**config.mk**
```make
export PLATFORM = sky130hd
export DESIGN_NAME = gray_ptr_rx_flat
export DESIGN_NICKNAME = d
export VERILOG_FILES = /design/src/rtl/gray_pkg.sv /design/src/rtl/gray_ptr_rx_if.sv /design/src/rtl/gray_bus_sync.sv /design/src/rtl/gray_ptr_rx.sv /design/src/flat_wrapper.sv
export SDC_FILE = /design/constraint.sdc
export NUM_CORES = 1
export LEC_CHECK = 0
export ABC_AREA = 0
export BUFFER_PORTS_ARGS = -buffer_cell sky130_fd_sc_hd__buf_2
export CELL_PAD_IN_SITES_DETAIL_PLACEMENT = 2
export CELL_PAD_IN_SITES_GLOBAL_PLACEMENT = 2
export CORE_ASPECT_RATIO = 0.8
export CORE_MARGIN = 3
export CORE_UTILIZATION = 30
export DETAILED_ROUTE_END_ITERATION = 10
export PLACE_DENSITY = 0.81
export RECOVER_POWER = 50
export SLEW_MARGIN = 40
export SYNTH_ARGS = -nofsm -noshare
export SYNTH_HDL_FRONTEND = slang
export SYNTH_HIERARCHICAL = 1
export SYNTH_SLANG_ARGS = --single-unit
```
**constraint.sdc**
```tcl
create_clock -name clk -period 2.3 [get_ports clk]
set_input_delay 0.345 -clock clk [delete_from_list [all_inputs] [get_ports clk]]
set_output_delay 0.345 -clock clk [all_outputs]
set_load 0.1 [all_outputs]
```
**src/rtl/gray_pkg.sv**
```systemverilog
// Shared Gray/binary pointer helpers for the dual-clock pointer path.
// Functions work on a zero-extended word so any pointer width up to GRAY_MAX_W can use them.
package gray_pkg;

    localparam int GRAY_MAX_W    = 32;
    localparam int GRAY_SYNC_MIN = 2;

    typedef logic [GRAY_MAX_W-1:0] gray_word_t;

    function automatic gray_word_t bin2gray(input gray_word_t b);
        return b ^ (b >> 1);
    endfunction

    // Zero upper bits leave the prefix XOR unchanged, so truncating the result is exact.
    function automatic gray_word_t gray2bin(input gray_word_t g);
        gray_word_t b;
        b[GRAY_MAX_W-1] = g[GRAY_MAX_W-1];
        for (int i = GRAY_MAX_W - 2; i >= 0; i--) begin
            b[i] = b[i+1] ^ g[i];
        end
        return b;
    endfunction

endpackage

```
**src/rtl/gray_ptr_rx_if.sv**
```systemverilog
// Consumer-facing read handshake and status of the Gray pointer receiver.
// master = consumer, slave = gray_ptr_rx.
interface gray_ptr_rx_if #(
    parameter int PTR_W = 4
);
    logic             rd_req;
    logic             rd_ack;
    logic [PTR_W-2:0] rd_addr;
    logic [PTR_W-1:0] level;
    logic             empty;

    modport master (
        output rd_req,
        input  rd_ack,
        input  rd_addr,
        input  level,
        input  empty
    );

    modport slave (
        input  rd_req,
        output rd_ack,
        output rd_addr,
        output level,
        output empty
    );
endinterface

```
**src/rtl/gray_bus_sync.sv**
```systemverilog
// Purpose: STAGES-deep flop chain synchronizing a Gray-coded bus into clk.
// Latency: STAGES clk edges from d to q.
// Backpressure: none; samples every cycle.
module gray_bus_sync #(
    parameter int W      = 4,
    parameter int STAGES = 2
) (
    input  logic         clk,
    input  logic         rst_n,
    input  logic [W-1:0] d,
    output logic [W-1:0] q
);

    logic [W-1:0] chain [STAGES];

    always_ff @(posedge clk or negedge rst_n) begin
        if (!rst_n) begin
            for (int i = 0; i < STAGES; i++) begin
                chain[i] <= '0;
            end
        end else begin
            chain[0] <= d;
            for (int i = 1; i < STAGES; i++) begin
                chain[i] <= chain[i-1];
            end
        end
    end

    assign q = chain[STAGES-1];

endmodule

```
**src/rtl/gray_ptr_rx.sv**
```systemverilog
// Purpose: read-side Gray pointer receiver (sync, decode, empty/level, rd handshake); GRAY_PTR_RX_STEP_CHECK_EN adds sticky step_err.
// Latency: gray_in -> wr_bin/empty/level in SYNC_STAGES+1 edges; rd_ack same cycle as rd_req, pointer moves on next edge.
// Backpressure: rd_req while empty is ignored (no ack); one ack per cycle while non-empty.
module gray_ptr_rx
    import gray_pkg::*;
#(
    parameter int PTR_W       = 4,
    parameter int SYNC_STAGES = 2
) (
    input  logic             clk,
    input  logic             rst_n,
    input  logic [PTR_W-1:0] gray_in,
    gray_ptr_rx_if.slave     rd_if,
    output logic [PTR_W-1:0] rd_gray,
    output logic [PTR_W-1:0] wr_bin,
    output logic             step_err
);

    // A single flop is never enough to resolve metastability.
    localparam int STAGES_EFF = (SYNC_STAGES < GRAY_SYNC_MIN) ? GRAY_SYNC_MIN : SYNC_STAGES;

    logic [PTR_W-1:0] g_sync;
    logic [PTR_W-1:0] wr_bin_q;
    logic [PTR_W-1:0] rd_bin_q;
    logic [PTR_W-1:0] rd_bin_nxt;
    logic [PTR_W-1:0] rd_gray_q;
    logic [PTR_W-1:0] level;
    logic             empty;
    logic             rd_ack;

    gray_bus_sync #(
        .W      (PTR_W),
        .STAGES (STAGES_EFF)
    ) u_sync (
        .clk   (clk),
        .rst_n (rst_n),
        .d     (gray_in),
        .q     (g_sync)
    );

    always_ff @(posedge clk or negedge rst_n) begin
        if (!rst_n) begin
            wr_bin_q  <= '0;
            rd_bin_q  <= '0;
            rd_gray_q <= '0;
        end else begin
            wr_bin_q  <= PTR_W'(gray2bin(gray_word_t'(g_sync)));
            rd_bin_q  <= rd_bin_nxt;
            rd_gray_q <= PTR_W'(bin2gray(gray_word_t'(rd_bin_nxt)));
        end
    end

    assign empty      = (wr_bin_q == rd_bin_q);
    assign level      = wr_bin_q - rd_bin_q;
    assign rd_ack     = rd_if.rd_req & ~empty;
    assign rd_bin_nxt = rd_bin_q + {{(PTR_W-1){1'b0}}, rd_ack};

    assign rd_if.rd_ack  = rd_ack;
    assign rd_if.rd_addr = rd_bin_q[PTR_W-2:0];
    assign rd_if.level   = level;
    assign rd_if.empty   = empty;
    assign rd_gray       = rd_gray_q;
    assign wr_bin        = wr_bin_q;

`ifdef GRAY_PTR_RX_STEP_CHECK_EN
    localparam logic [PTR_W-1:0] CAPACITY = {1'b1, {(PTR_W-1){1'b0}}};

    logic [PTR_W-1:0] g_prev;
    logic [PTR_W-1:0] g_diff;
    logic             multi_bit;
    logic             over_fill;
    logic             step_err_q;

    // More than one toggled bit between samples means the writer skipped a Gray step.
    assign g_diff    = g_sync ^ g_prev;
    assign multi_bit = |(g_diff & (g_diff - PTR_W'(1)));
    assign over_fill = (level > CAPACITY);

    always_ff @(posedge clk or negedge rst_n) begin
        if (!rst_n) begin
            g_prev     <= '0;
            step_err_q <= 1'b0;
        end else begin
            g_prev <= g_sync;
            if (multi_bit || over_fill) begin
                step_err_q <= 1'b1;
            end
        end
    end

    assign step_err = step_err_q;
`else
    assign step_err = 1'b0;
`endif

endmodule

```
**src/flat_wrapper.sv**
```systemverilog
// flat-port wrapper written by rule: the top's interface ports become plain ports
module gray_ptr_rx_flat import gray_pkg::*;
#(
    parameter int PTR_W       = 4,
    parameter int SYNC_STAGES = 2
)
  (clk, rst_n, gray_in, rd_gray, wr_bin, step_err, rd_if_rd_req, rd_if_rd_ack, rd_if_rd_addr, rd_if_level, rd_if_empty);
  gray_ptr_rx_if #(.PTR_W(PTR_W)) rd_if_i ();
  input  logic clk;
  input  logic rst_n;
  input  logic [PTR_W-1:0] gray_in;
  output logic [PTR_W-1:0] rd_gray;
  output logic [PTR_W-1:0] wr_bin;
  output logic step_err;
  input wire logic [$bits(rd_if_i.rd_req)-1:0] rd_if_rd_req;
  output wire logic [$bits(rd_if_i.rd_ack)-1:0] rd_if_rd_ack;
  output wire logic [$bits(rd_if_i.rd_addr)-1:0] rd_if_rd_addr;
  output wire logic [$bits(rd_if_i.level)-1:0] rd_if_level;
  output wire logic [$bits(rd_if_i.empty)-1:0] rd_if_empty;
  assign rd_if_i.rd_req = rd_if_rd_req;
  assign rd_if_rd_ack = rd_if_i.rd_ack;
  assign rd_if_rd_addr = rd_if_i.rd_addr;
  assign rd_if_level = rd_if_i.level;
  assign rd_if_empty = rd_if_i.empty;
  gray_ptr_rx #(.PTR_W(PTR_W), .SYNC_STAGES(SYNC_STAGES)) u_core (.clk(clk), .rst_n(rst_n), .gray_in(gray_in), .rd_if(rd_if_i), .rd_gray(rd_gray), .wr_bin(wr_bin), .step_err(step_err));
endmodule
```
### Yosys cells after proc, flatten, opt, wreduce, memory -nomap -nowiden

Cells that the tools add are included.

* add/subtract/negate cells: 2
* equal/unequal tests: 1
* bitwise operators: 6

Operator list (number)
* 4-bit by 1-bit adder with 4-bit output: 1
* 4-bit equality test: 1
* 4-bit subtractor: 1
* 4-bit by 3-bit XOR with 4-bit output: 1
* 1-bit XOR: 3
* 1-bit AND: 1
* 1-bit inverter: 1

* register bits: 20
* word-level logic and storage cells: 14

### Depth between registers and ports, before layout

* word-level depth: 5
* gate-level depth with buffers: 9
* mapped depth without buffers: 9

### By module

The synthesis kept the hierarchy.

Modules (own cells, without submodules)
* gray_ptr_rx: times used 1, cells an instance 45, area each 539.3 sq um, sequential area each 275.3 sq um
* gray_bus_sync: times used 1, cells an instance 12, area each 230.2 sq um, sequential area each 200.2 sq um

### Worst setup path before layout

OpenSTA, ideal clock, no wires.

* kind: reg2reg
* start point: register u_core.rd_bin_q[2]
* end point: register u_core.rd_gray_q[1], in the netlist u_core/rd_gray[1]
* setup time: 133 ps
* data arrival time: 4815 ps
* setup slack: -2649 ps
* cell stages (with the launch flop): 10
* path buffers: 0
* cells stage by stage: dfrtp_1 inv_1 ha_1 nand3_1 nor2_1 nor2b_1 ha_1 ha_1 xor2_1 xor2_1

* word-level cells in the longest chain between the ends: 5

RTL lines
* start, declared: RTL line gray_ptr_rx.sv:24 `logic [PTR_W-1:0] rd_bin_q;`
* start signal, assigned: RTL line gray_ptr_rx.sv:48 `rd_bin_q <= rd_bin_nxt;`
* 4-bit equality test: RTL line gray_ptr_rx.sv:53 `assign empty = (wr_bin_q == rd_bin_q);`
* via rd_if_empty: RTL line flat_wrapper.sv:19 `output wire logic [$bits(rd_if_i.empty)-1:0] rd_if_empty;`
* 1-bit inverter: RTL line gray_ptr_rx.sv:55 `assign rd_ack = rd_if.rd_req & ~empty;`
* 1-bit AND: RTL line gray_ptr_rx.sv:55
* via rd_if_rd_ack: RTL line flat_wrapper.sv:16 `output wire logic [$bits(rd_if_i.rd_ack)-1:0] rd_if_rd_ack;`
* 4-bit by 1-bit adder with 4-bit output: RTL line gray_ptr_rx.sv:56 `assign rd_bin_nxt = rd_bin_q + {{(PTR_W-1){1'b0}}, rd_ack};`
* via u_core.rd_bin_nxt[2]: RTL line gray_ptr_rx.sv:25 `logic [PTR_W-1:0] rd_bin_nxt;`
* 4-bit by 3-bit XOR with 4-bit output: RTL line gray_pkg.sv:11 `return b ^ (b >> 1);`
* end signal, assigned: RTL line gray_ptr_rx.sv:49 `rd_gray_q <= PTR_W'(bin2gray(gray_word_t'(rd_bin_nxt)));`
* end, declared: RTL line gray_ptr_rx.sv:26 `logic [PTR_W-1:0] rd_gray_q;`

The timed path passes the listed nets, and every way through them passes these cells.

### Worst setup path in the final report

* start point: register u_core.rd_bin_q[2]
* end point: output port rd_if_level[3]

* word-level cells in the longest chain between the ends: 1

RTL lines
* 4-bit subtractor: RTL line gray_ptr_rx.sv:54 `assign level = wr_bin_q - rd_bin_q;`
* end, declared: RTL line flat_wrapper.sv:18 `output wire logic [$bits(rd_if_i.level)-1:0] rd_if_level;`

Every way passes these cells.

==> results by group <==
Run status
  • Status: completed

Clocking
  • H-tree depth: 1
  • Clk Latency, worst-skew pair: just under 0.3 ns
  • CTS tree: built
  • CTS max path bufs: 2
  • Total CTS buffers: 3
  • Root buffer cell: clkbuf_4
  • Clock sink count: 19
  • Worst-path clk slew: between 0.1 and 0.15 ns

Timing
  • Slew @ Worst Pin: 0.997 ns
  • Fin crit share: 0.973
  • Setup TNS: 0 ns
  • Final setup violating endpoints: 0
  • Hold_ws: around 0.15 ns
  • Clk_skew: around 0.0047 ns
  • Max Slew Vio Count: 0
  • Tmin final: 2.24 ns
  • Final hold vios: 0
  • Slew HR: 0.335
  • Max Clk Rate: roughly 0.45 GHz
  • Unrepaired setup endpoints after global routing: true

Logic synthesis
  • Seq cells post-synth: 19
  • Post-Syn Nets: 70
  • Yosys cell types: 13
  • Synth Instances: 57
  • Avg Inst Size Synth: around 13 µm²
  • Seq/Total Area, Yosys: 0.618
  • Top post-synthesis cells by area: dfrtp_1 62%, xor2_1 10%, ha_1 8.1%
  • Synth top area share: 0.618
  • Mapped Area: just under 800 µm²
  • Leading area contributor after synthesis: dfrtp_1
  • Yosys warns: 6

Setup path
  • Crit path max fanout: 4
  • Startpoint types: flip-flop
  • Critical Path Sink Type: primary output
  • Kind of critical path: flip-flop to primary output
  • WP data required: between 1.5 and 2 ns
  • R2r setup slk: ~0.35 ns
  • Crit path DAT: ~1.9 ns

Floorplan
  • Initial Utilization: 0.336
  • Die Area: 0.00321 mm²
  • Row cnt: 15
  • Die width: approximately 63 µm
  • I/O Pins: 25
  • Die height: a little over 50 µm
  • Core Box Area: between 0.002 and 0.0025 mm²

Detailed routing
  • Post-DR vias/cell: just over 4
  • Iteration count of the initial detailed-routing pass: 2
  • Via count: 480
  • WL final: about 1700 µm
  • Post-route ant nets: 0
  • Drt drc: 0
  • Drt first-iter violations: 4
  • Wirelength per Cell: around 14 µm

GRT
  • First-pass GRT wire length: 2750 µm
  • Vias in the first global route: approximately 530
  • Largest net degree at the start of global routing: 20
  • Total GRT Usage: 0.116
  • Overflow after GRT: 0
  • Initial antenna violation count: 0

Finish
  • Design Area, Final: approximately 0.0011 mm²
  • Layout Utilization: 0.500
  • Layout area overhead: 48.8%
  • ANT cells: 0
  • Nets: between 90 and 100
  • Fillers: between 200 and 250
  • Share of layout cells above drive strength 1: 0.639

Placement
  • Port bufs: 23
  • Hpwl dp: around 1300 µm
  • GP Congestion: between 0.8 and 0.9
  • Placed Area: ~0.0010 mm²

Hold path
  • Worst hold path type: input port to flip-flop

Job
  • MaxCap Viol Count: 0
[path summary, 6_finish.rpt]
| check | cells past startpoint | startpoint | end |
|---|---|---|---|
| setup / recovery | 6 | u_core/rd_bin_q[2] | rd_if_level[3] |
| hold / removal | 1 | gray_in[1] | u_core/u_sync/chain[5] |
| setup reg to reg | 8 | u_core/rd_bin_q[0] | u_core/rd_gray[1] |
| hold reg to reg | 0 | u_core/u_sync/chain[4] | u_core/u_sync/q[0] |
| max in group asynchronous | 2 | rst_n | u_core/rd_bin_q[0] |
| min in group asynchronous | 2 | rst_n | u_core/rd_bin_q[2] |
[state kept, by name, summed over array words and instances, names as in the netlist]
name	flops
u_core/u_sync/q	4
u_core/rd_bin_q	4
u_core/wr_bin	4
u_core/u_sync/chain	4
u_core/rd_gray	3
[through the flow]
step           instances  worst slack [ns]
3_3_place_gp         109             0.244
4_1_cts              116          -0.00258
3_5_place_dp         109             0.165
2_1_floorplan         57            -0.444
6_report             117            0.0626
5_1_grt              117           -0.0267
[Yosys cell counts (all sizes together)]
| cell | n |
|---|---|
| a221oi | 1 |
| buf | 5 |
| conb | 1 |
| dfrtp | 19 |
| fa | 1 |
| ha | 5 |
| inv | 6 |
| nand2 | 2 |
| nand3 | 2 |
| nor2 | 1 |
| nor2b | 2 |
| xnor2 | 3 |
| xor2 | 9 |
[layer usage]
| layer | track usage | share of wire |
|---|---|---|
| met2 | 0.227 | 0.54 |
| met1 | 0.120 | 0.40 |
| met3 | 0.0352 | 0.051 |
| met4 | 0.0330 | 0.010 |
| met5 | 0 | 0 |
[cells in the final DEF (no fill, tap or decap)]
| cell type | synthesis | layout |
|---|---|---|
| dfrtp_1 | 19 | 11 |
| inv_4 | 0 | 1 |
| nand2_1 | 2 | 2 |
| xnor2_1 | 3 | 2 |
| xor2_1 | 9 | 7 |
| dlygate4sd3_1 | 0 | 1 |
| xnor2_4 | 0 | 1 |
| clkbuf_4 | 0 | 4 |
| dfrtp_2 | 0 | 2 |
| xor2_2 | 0 | 2 |
| inv_1 | 6 | 4 |
| nor2b_4 | 0 | 2 |
| a221oi_4 | 0 | 1 |
| buf_2 | 0 | 18 |
| fa_2 | 0 | 1 |
| ha_2 | 0 | 1 |
| buf_4 | 5 | 4 |
| dfrtp_4 | 0 | 6 |
| buf_12 | 0 | 2 |
| nor2_4 | 0 | 1 |
| clkbuf_1 | 0 | 1 |
| ha_4 | 0 | 4 |
| nand3_2 | 0 | 1 |
| nand3_1 | 2 | 1 |
| inv_2 | 0 | 1 |
| conb_1 | 1 | 1 |
| clkinv_2 | 0 | 1 |
[cell type report]
| type | count | area (µm²) | area share |
|---|---|---|---|
| multi-input combinational | 27 | 368 | 0.321 |
| clock buffer | 3 | 22.5 | 0.0197 |
| inverter | 6 | 25.0 | 0.0219 |
| tap | 34 | 42.5 | 0.0372 |
| sequential | 19 | 500 | 0.437 |
| clock inverter | 1 | 5.00 | 0.00437 |
| timing repair buffer | 27 | 181 | 0.158 |
[worst max-delay path, stage by stage (launching register included)]
cell,delay (ns)
dfrtp_4,0.51
inv_4,0.06
ha_4,0.20
nor2b_4,0.13
a221oi_4,0.27
xor2_2,0.22
buf_12,0.20
[cells by family after synthesis]
family	synth area share
flops	0.618
xor+xnor	0.137
buf+inv	0.0781
simple gates	0.0439
fa+ha+maj	0.107
compound gates	0.0114
other cells	0.00487
[repair_timing]
action | 4_1_cts | 5_1_grt
setup buffers | 2 | 1
hold buffers | 1 | 0
endpoints found under the hold margin | 19 | 0
endpoints found under the setup margin | 2 | 3
gates cloned | 0 | 0
pin swaps | 2 | 3
gates resized for setup | 4 | 6
Power is left out: the tool's default activity adds up to more than one toggle a clock period on the data nets, which glitch-free logic cannot reach.
